<file path="src/rtl/div_unit.sv">
// Iterative radix-2 restoring divider for MIPS DIV/DIVU.
// Start/busy/done handshake; quotient goes to LO and remainder to HI, both held until the next completion.
module div_unit #(
    parameter int WIDTH = 32
) (
    input  logic             clk,
    input  logic             rst,
    input  logic             start,
    input  logic             cancel,
    input  logic             is_signed,
    input  logic [WIDTH-1:0] dividend,
    input  logic [WIDTH-1:0] divisor,
    output logic             busy,
    output logic             done,
    output logic [WIDTH-1:0] quotient,
    output logic [WIDTH-1:0] remainder,
    output logic             div_by_zero
);

    localparam int CW = (WIDTH > 2) ? $clog2(WIDTH) : 1;

    typedef enum logic [1:0] {
        S_IDLE = 2'd0,
        S_BUSY = 2'd1,
        S_DONE = 2'd2
    } state_t;

    state_t           state_r, state_s;
    logic             busy_r, busy_s, done_r, done_s;
    logic [CW-1:0]    cnt_r;
    logic [WIDTH-1:0] rem_r, quo_r, dsr_r, dvd_r;
    logic             neg_q_r, neg_r_r, dbz_r;
    logic [WIDTH-1:0] quotient_r, remainder_r;
    logic             dbz_out_r;
    logic             accept_s, last_s;
    logic [WIDTH:0]   shifted_s, trial_s;
    logic [WIDTH-1:0] rem_step_s, quo_step_s;

    function automatic logic [WIDTH-1:0] cond_neg(input logic [WIDTH-1:0] v, input logic n);
        return n ? (~v + WIDTH'(1)) : v;
    endfunction

    // Two's-complement magnitude; |most-negative| wraps to itself, which is correct as unsigned.
    function automatic logic [WIDTH-1:0] mag(input logic [WIDTH-1:0] v, input logic sgn);
        return cond_neg(v, sgn & v[WIDTH-1]);
    endfunction

    assign accept_s = start & ~cancel & ((state_r == S_IDLE) | (state_r == S_DONE));
    assign last_s   = (state_r == S_BUSY) & ~cancel & (cnt_r == CW'(0));

    // State and handshake registers
    always_ff @(posedge clk) begin
        if (rst) begin
            state_r <= S_IDLE;
            busy_r  <= 1'b0;
            done_r  <= 1'b0;
        end else begin
            state_r <= state_s;
            busy_r  <= busy_s;
            done_r  <= done_s;
        end
    end

    // Next-state selection
    always_comb begin
        state_s = state_r;
        case (state_r)
            S_IDLE: begin
                if (start && !cancel) state_s = S_BUSY;
                else                  state_s = S_IDLE;
            end
            S_BUSY: begin
                if (cancel)                  state_s = S_IDLE;
                else if (cnt_r == CW'(0))    state_s = S_DONE;
                else                         state_s = S_BUSY;
            end
            S_DONE: begin
                if (start && !cancel) state_s = S_BUSY;
                else                  state_s = S_IDLE;
            end
            default: state_s = S_IDLE;
        endcase
    end

    // Handshake outputs decoded from the next state so they can be registered
    always_comb begin
        busy_s = 1'b0;
        done_s = 1'b0;
        if (state_s == S_BUSY) busy_s = 1'b1;
        else                   busy_s = 1'b0;
        if (state_s == S_DONE) done_s = 1'b1;
        else                   done_s = 1'b0;
    end

    // One restoring step: shift in the next dividend bit, keep the trial difference if non-negative
    always_comb begin
        shifted_s = {rem_r, quo_r[WIDTH-1]};
        trial_s   = shifted_s - {1'b0, dsr_r};
        if (!trial_s[WIDTH]) begin
            rem_step_s = trial_s[WIDTH-1:0];
            quo_step_s = {quo_r[WIDTH-2:0], 1'b1};
        end else begin
            rem_step_s = shifted_s[WIDTH-1:0];
            quo_step_s = {quo_r[WIDTH-2:0], 1'b0};
        end
    end

    // Operand latch, iteration, and result registers (results change only on entry to DONE)
    always_ff @(posedge clk) begin
        if (rst) begin
            cnt_r       <= CW'(0);
            rem_r       <= {WIDTH{1'b0}};
            quo_r       <= {WIDTH{1'b0}};
            dsr_r       <= {WIDTH{1'b0}};
            dvd_r       <= {WIDTH{1'b0}};
            neg_q_r     <= 1'b0;
            neg_r_r     <= 1'b0;
            dbz_r       <= 1'b0;
            quotient_r  <= {WIDTH{1'b0}};
            remainder_r <= {WIDTH{1'b0}};
            dbz_out_r   <= 1'b0;
        end else begin
            if (accept_s) begin
                cnt_r   <= CW'(WIDTH - 1);
                rem_r   <= {WIDTH{1'b0}};
                quo_r   <= mag(dividend, is_signed);
                dsr_r   <= mag(divisor, is_signed);
                dvd_r   <= dividend;
                neg_q_r <= is_signed & (dividend[WIDTH-1] ^ divisor[WIDTH-1]);
                neg_r_r <= is_signed & dividend[WIDTH-1];
                dbz_r   <= (divisor == {WIDTH{1'b0}});
            end else if ((state_r == S_BUSY) && !cancel) begin
                rem_r <= rem_step_s;
                quo_r <= quo_step_s;
                if (cnt_r != CW'(0)) cnt_r <= cnt_r - CW'(1);
                else                 cnt_r <= cnt_r;
            end
            if (last_s) begin
                if (dbz_r) begin
                    quotient_r  <= {WIDTH{1'b1}};
                    remainder_r <= dvd_r;
                    dbz_out_r   <= 1'b1;
                end else begin
                    quotient_r  <= cond_neg(quo_step_s, neg_q_r);
                    remainder_r <= cond_neg(rem_step_s, neg_r_r);
                    dbz_out_r   <= 1'b0;
                end
            end
        end
    end

    assign busy        = busy_r;
    assign done        = done_r;
    assign quotient    = quotient_r;
    assign remainder   = remainder_r;
    assign div_by_zero = dbz_out_r;

endmodule

</file>
<file path="config.mk">
export PLATFORM = sky130hd
export DESIGN_NAME = div_unit
export DESIGN_NICKNAME = d
export VERILOG_FILES = /design/src/rtl/div_unit.sv
export SDC_FILE = /design/constraint.sdc
export NUM_CORES = 1
export LEC_CHECK = 0
export CAP_MARGIN = 20
export CORE_MARGIN = 2
export CORE_UTILIZATION = 41
export CTS_BUF_LIST = sky130_fd_sc_hd__clkbuf_16
export DETAILED_ROUTE_END_ITERATION = 10
export PLACE_DENSITY = 0.72
export SLEW_MARGIN = 20
export SYNTH_ARGS = -nofsm -noshare
export SYNTH_HDL_FRONTEND = slang
export SYNTH_SLANG_ARGS = --single-unit
</file>
<file path="constraint.sdc">
create_clock -name clk -period 4.8 [get_ports clk]
set_clock_uncertainty 0.05 [all_clocks]
set_input_delay 0.96 -clock clk [delete_from_list [all_inputs] [get_ports clk]]
set_output_delay 0.96 -clock clk [all_outputs]
set_load 0.01 [all_outputs]
</file>
==> flow_summary.json <==
{
  "r2r-end": "remainder[31]",
  "avgSynthCellArea_sq_um": 7.56,
  "critPathCaptureType": "flop",
  "grt_pass1_vias": 11609,
  "clock_sinks": 205,
  "reg2regPathDepth": 16,
  "hold_violations": 0,
  "rows": 64,
  "grt_pass1_wl_um": 61900,
  "min_path_cells": 2,
  "wl_per_cell_um": 18.0,
  "antenna_found_initial": 1,
  "setup_viol": 0,
  "cts_tree": "yes",
  "die_h_um": 181,
  "ys_seq_area_share_pct": 32.1,
  "drcViolationCount": 0,
  "r2r_slack_ns": 0.22,
  "syn-num-nets": 1796,
  "p_clk_share_pct": 33.6,
  "synth_area_leaders": "dfxtp_1 32%, nand2_1 7.1%, nor2_1 6.7%, xor2_1 6.2%, a211oi_1 5.4%",
  "cts_buffers": 24,
  "synthArstFlopShare_pct": 0,
  "synth_edf_count": 0,
  "io_pins": 136,
  "worstReg2RegStart": "quo_r[31]",
  "p_int_mw": 3.23,
  "p_sw_mw": 1.70,
  "netlist.area_leader.share_pct": 32.1,
  "post-route-util_pct": 49.5,
  "start_util_pct": 41.6,
  "ys_ff_latch": 205,
  "p_leak_nw": 5.37,
  "dp_hpwl_um": 29000,
  "crit_family": "simple AND/OR/NAND/NOR gates",
  "io_buffers": 135,
  "die_w_um": 181,
  "core_area_sq_um": 30700,
  "htree_levels": 1,
  "fin_crit_sh_pct": 95.3,
  "crit_fanout": 6,
  "slowest_stage": "or3_1",
  "slew_viol_final": 0,
  "tightest_slew_ns": 1.07,
  "period_needed_ns": 4.58,
  "stdcell_area_sq_um": 15200,
  "tns_ns": 0,
  "grt_max_degree": 89,
  "area_growth_pct": 18.9,
  "gp_congestion": 0.936,
  "worstPathCellList": "inv_1 -> ha_1 -> inv_1 -> fa_1 -> nand3_1 -> a21oi_1 -> or3_1 -> a31oi_1 -> xor2_1 -> nor4b_2 -> a41oi_1 -> or3_1 -> nor4b_4 -> a31oi_1 -> xor2_1 -> a221oi_2",
  "drive_gt1_share_pct": 6.27,
  "peakVddDrop_uv": 273,
  "drtAntennaViolNets": 0,
  "holdPathEnd": "dsr_r[31]",
  "grt_overflow": 0,
  "cts_buffer_depth": 3,
  "layout_common_cells": "242 x nand2_1, 224 x nor2_1, 204 x dfxtp_1",
  "synth.distinct_cells": 81,
  "clk_pin_slew_worst_paths_ns": 0.06,
  "crit_type": "flop to flop",
  "viasPerCell": 5.81,
  "drv_cap": 0,
  "drtPass1Iterations": 6,
  "pwr-share-seq_pct": 37.6,
  "first_iter_violations": 1106,
  "critPathBufInv": 2,
  "max_freq_mhz": 219,
  "whs_ns": 0.402,
  "final_common_cell": "nand2_1",
  "slew-limit-headroom_pct": 28.8,
  "synth_area_leader_cell": "dfxtp_1",
  "yosysWarnings": 0,
  "comb_power_share_pct": 28.8,
  "grtUsageTotal_pct": 22.8,
  "cp.required_ns": 5.20,
  "cts_root_buf": "clkbuf_16",
  "power_density_nw_per_um2": 324,
  "layout.nets": 1880,
  "synth_ff_type": "dfxtp_1",
  "hp-class": "flop to flop",
  "min_from": "dsr_r[31]",
  "cp.arrival_ns": 4.98,
  "syn_inst": 1689,
  "synth_area_sq_um": 12800,
  "die-area_sq_um": 32600,
  "worst_skew_pair.late_latency_ns": 0.55,
  "antenna_cells": 0,
  "max_stage_delay_ns": 0.53,
  "route.vias.total": 12682,
  "status": "complete, no violations",
  "startpoint_type": "flop",
  "placed_area_sq_um": 14400,
  "p_sw_share_pct": 34.4,
  "wirelength_um": 39200
}
[Yosys cell counts (all sizes together), types with 4 or more instances]
library cell  number
or4               12
inv               49
nor4              17
and2               9
o31ai             26
or3               17
nor4b              4
nor2             227
ha                37
and3               9
xor2              90
nand2            244
nor3              40
a21oi            134
nand2b            11
a221oi             4
mux2i             29
o41ai             13
o21ai             83
clkbuf            86
nand3             23
a31oi             18
nand4             11
a21o              12
a311oi            40
a211oi            93
o211ai            13
o21a               5
dfxtp            205
buf               28
or2                7
xnor2             48
[power groups by stage]
stage	sequential (mW)	combinational (mW)	clock, mW
after floorplan	1.87	0.949	0
after global placement	1.89	1.36	0
after global routing	1.86	1.54	1.74
final	1.85	1.42	1.66
after detailed placement	1.89	1.37	0
after CTS	1.85	1.38	1.67
[cells by family after synthesis]
| kind of cell | count (synthesis) | synth area share [%] |
|---|---|---|
| xor gates and xnor gates | 138 | 9.46 |
| DFF | 205 | 32.1 |
| AOI/OAI and AO/OA | 470 | 24.7 |
| muxes | 31 | 2.45 |
| and+or+nand+nor | 643 | 22.3 |
| adders and majority gates | 38 | 3.78 |
| buffers and inverters | 164 | 5.19 |
[metal layers]
metal  part of all wire, %  wire length [um]  global-route usage [%]  vias up
li1                      -                 -                       -     6199
met1                    47             18400                    32.9     6018
met2                    45             17700                    36.6      408
met3                   6.0              2370                    2.45       55
met4                   1.8               697                    4.94        2
met5                 0.033                13                       0        -
[cell type report]
class	instances	area, sq um
Clock buffer	24	601
Tap cell	396	495
Timing Repair Buffer	172	1640
Inverter	50	191
Multi-Input combinational cell	1320	8070
Clock inverter	16	92.6
Fill cell	2984	15500
Sequential cell	205	4110
[state kept, by name, summed over array words and instances, names as in the netlist, 2 cells and up]
signal,flops
quo_r,32
cnt_r,5
state_r,2
dsr_r,32
remainder,32
quotient,32
rem_r,32
dvd_r,32
[metrics by stage]
step                setup slack (ns)  power [mW]  instances
floorplan                     0.0402        2.82       1689
global placement               0.264        3.24       2140
detailed placement             0.174        3.26       2140
CTS                            0.109        4.90       2180
global route                 -0.0219        5.14       2183
finish                         0.225        4.93       2183
[repair_timing]
action                     4_1_cts  5_1_grt
setup endpoints to repair        0        8
gates resized for setup          0        7
setup buffers                    0        3
hold buffers                     0        0
[worst max-delay path by stage]
stage | to | slack [ns] | from | cells past startpoint
global route | remainder[26] | -0.02 | quo_r[31] | 21
finish | remainder[31] | 0.22 | quo_r[31] | 16
CTS | remainder[26] | 0.11 | quo_r[31] | 21
floorplan | remainder[26] | 0.04 | quo_r[31] | 22
global placement | dsr_r[27] | 0.26 | divisor[5] | 13
detailed placement | quo_r[28] | 0.17 | dividend[2] | 13
[worst reg2reg max path, delay by kind of cell, from the launching register on]
| family | cells | cell delay (ns) |
|---|---|---|
| XOR/XNOR | 2 | 0.44 |
| adder cells (fa/ha/maj) | 2 | 0.59 |
| AO/OA/AOI/OAI | 5 | 1.12 |
| AND/OR/NAND/NOR | 5 | 1.81 |
| flip-flops | 1 | 0.34 |
| buffers and inverters | 2 | 0.13 |
Power figures use the tool's default switching activity.
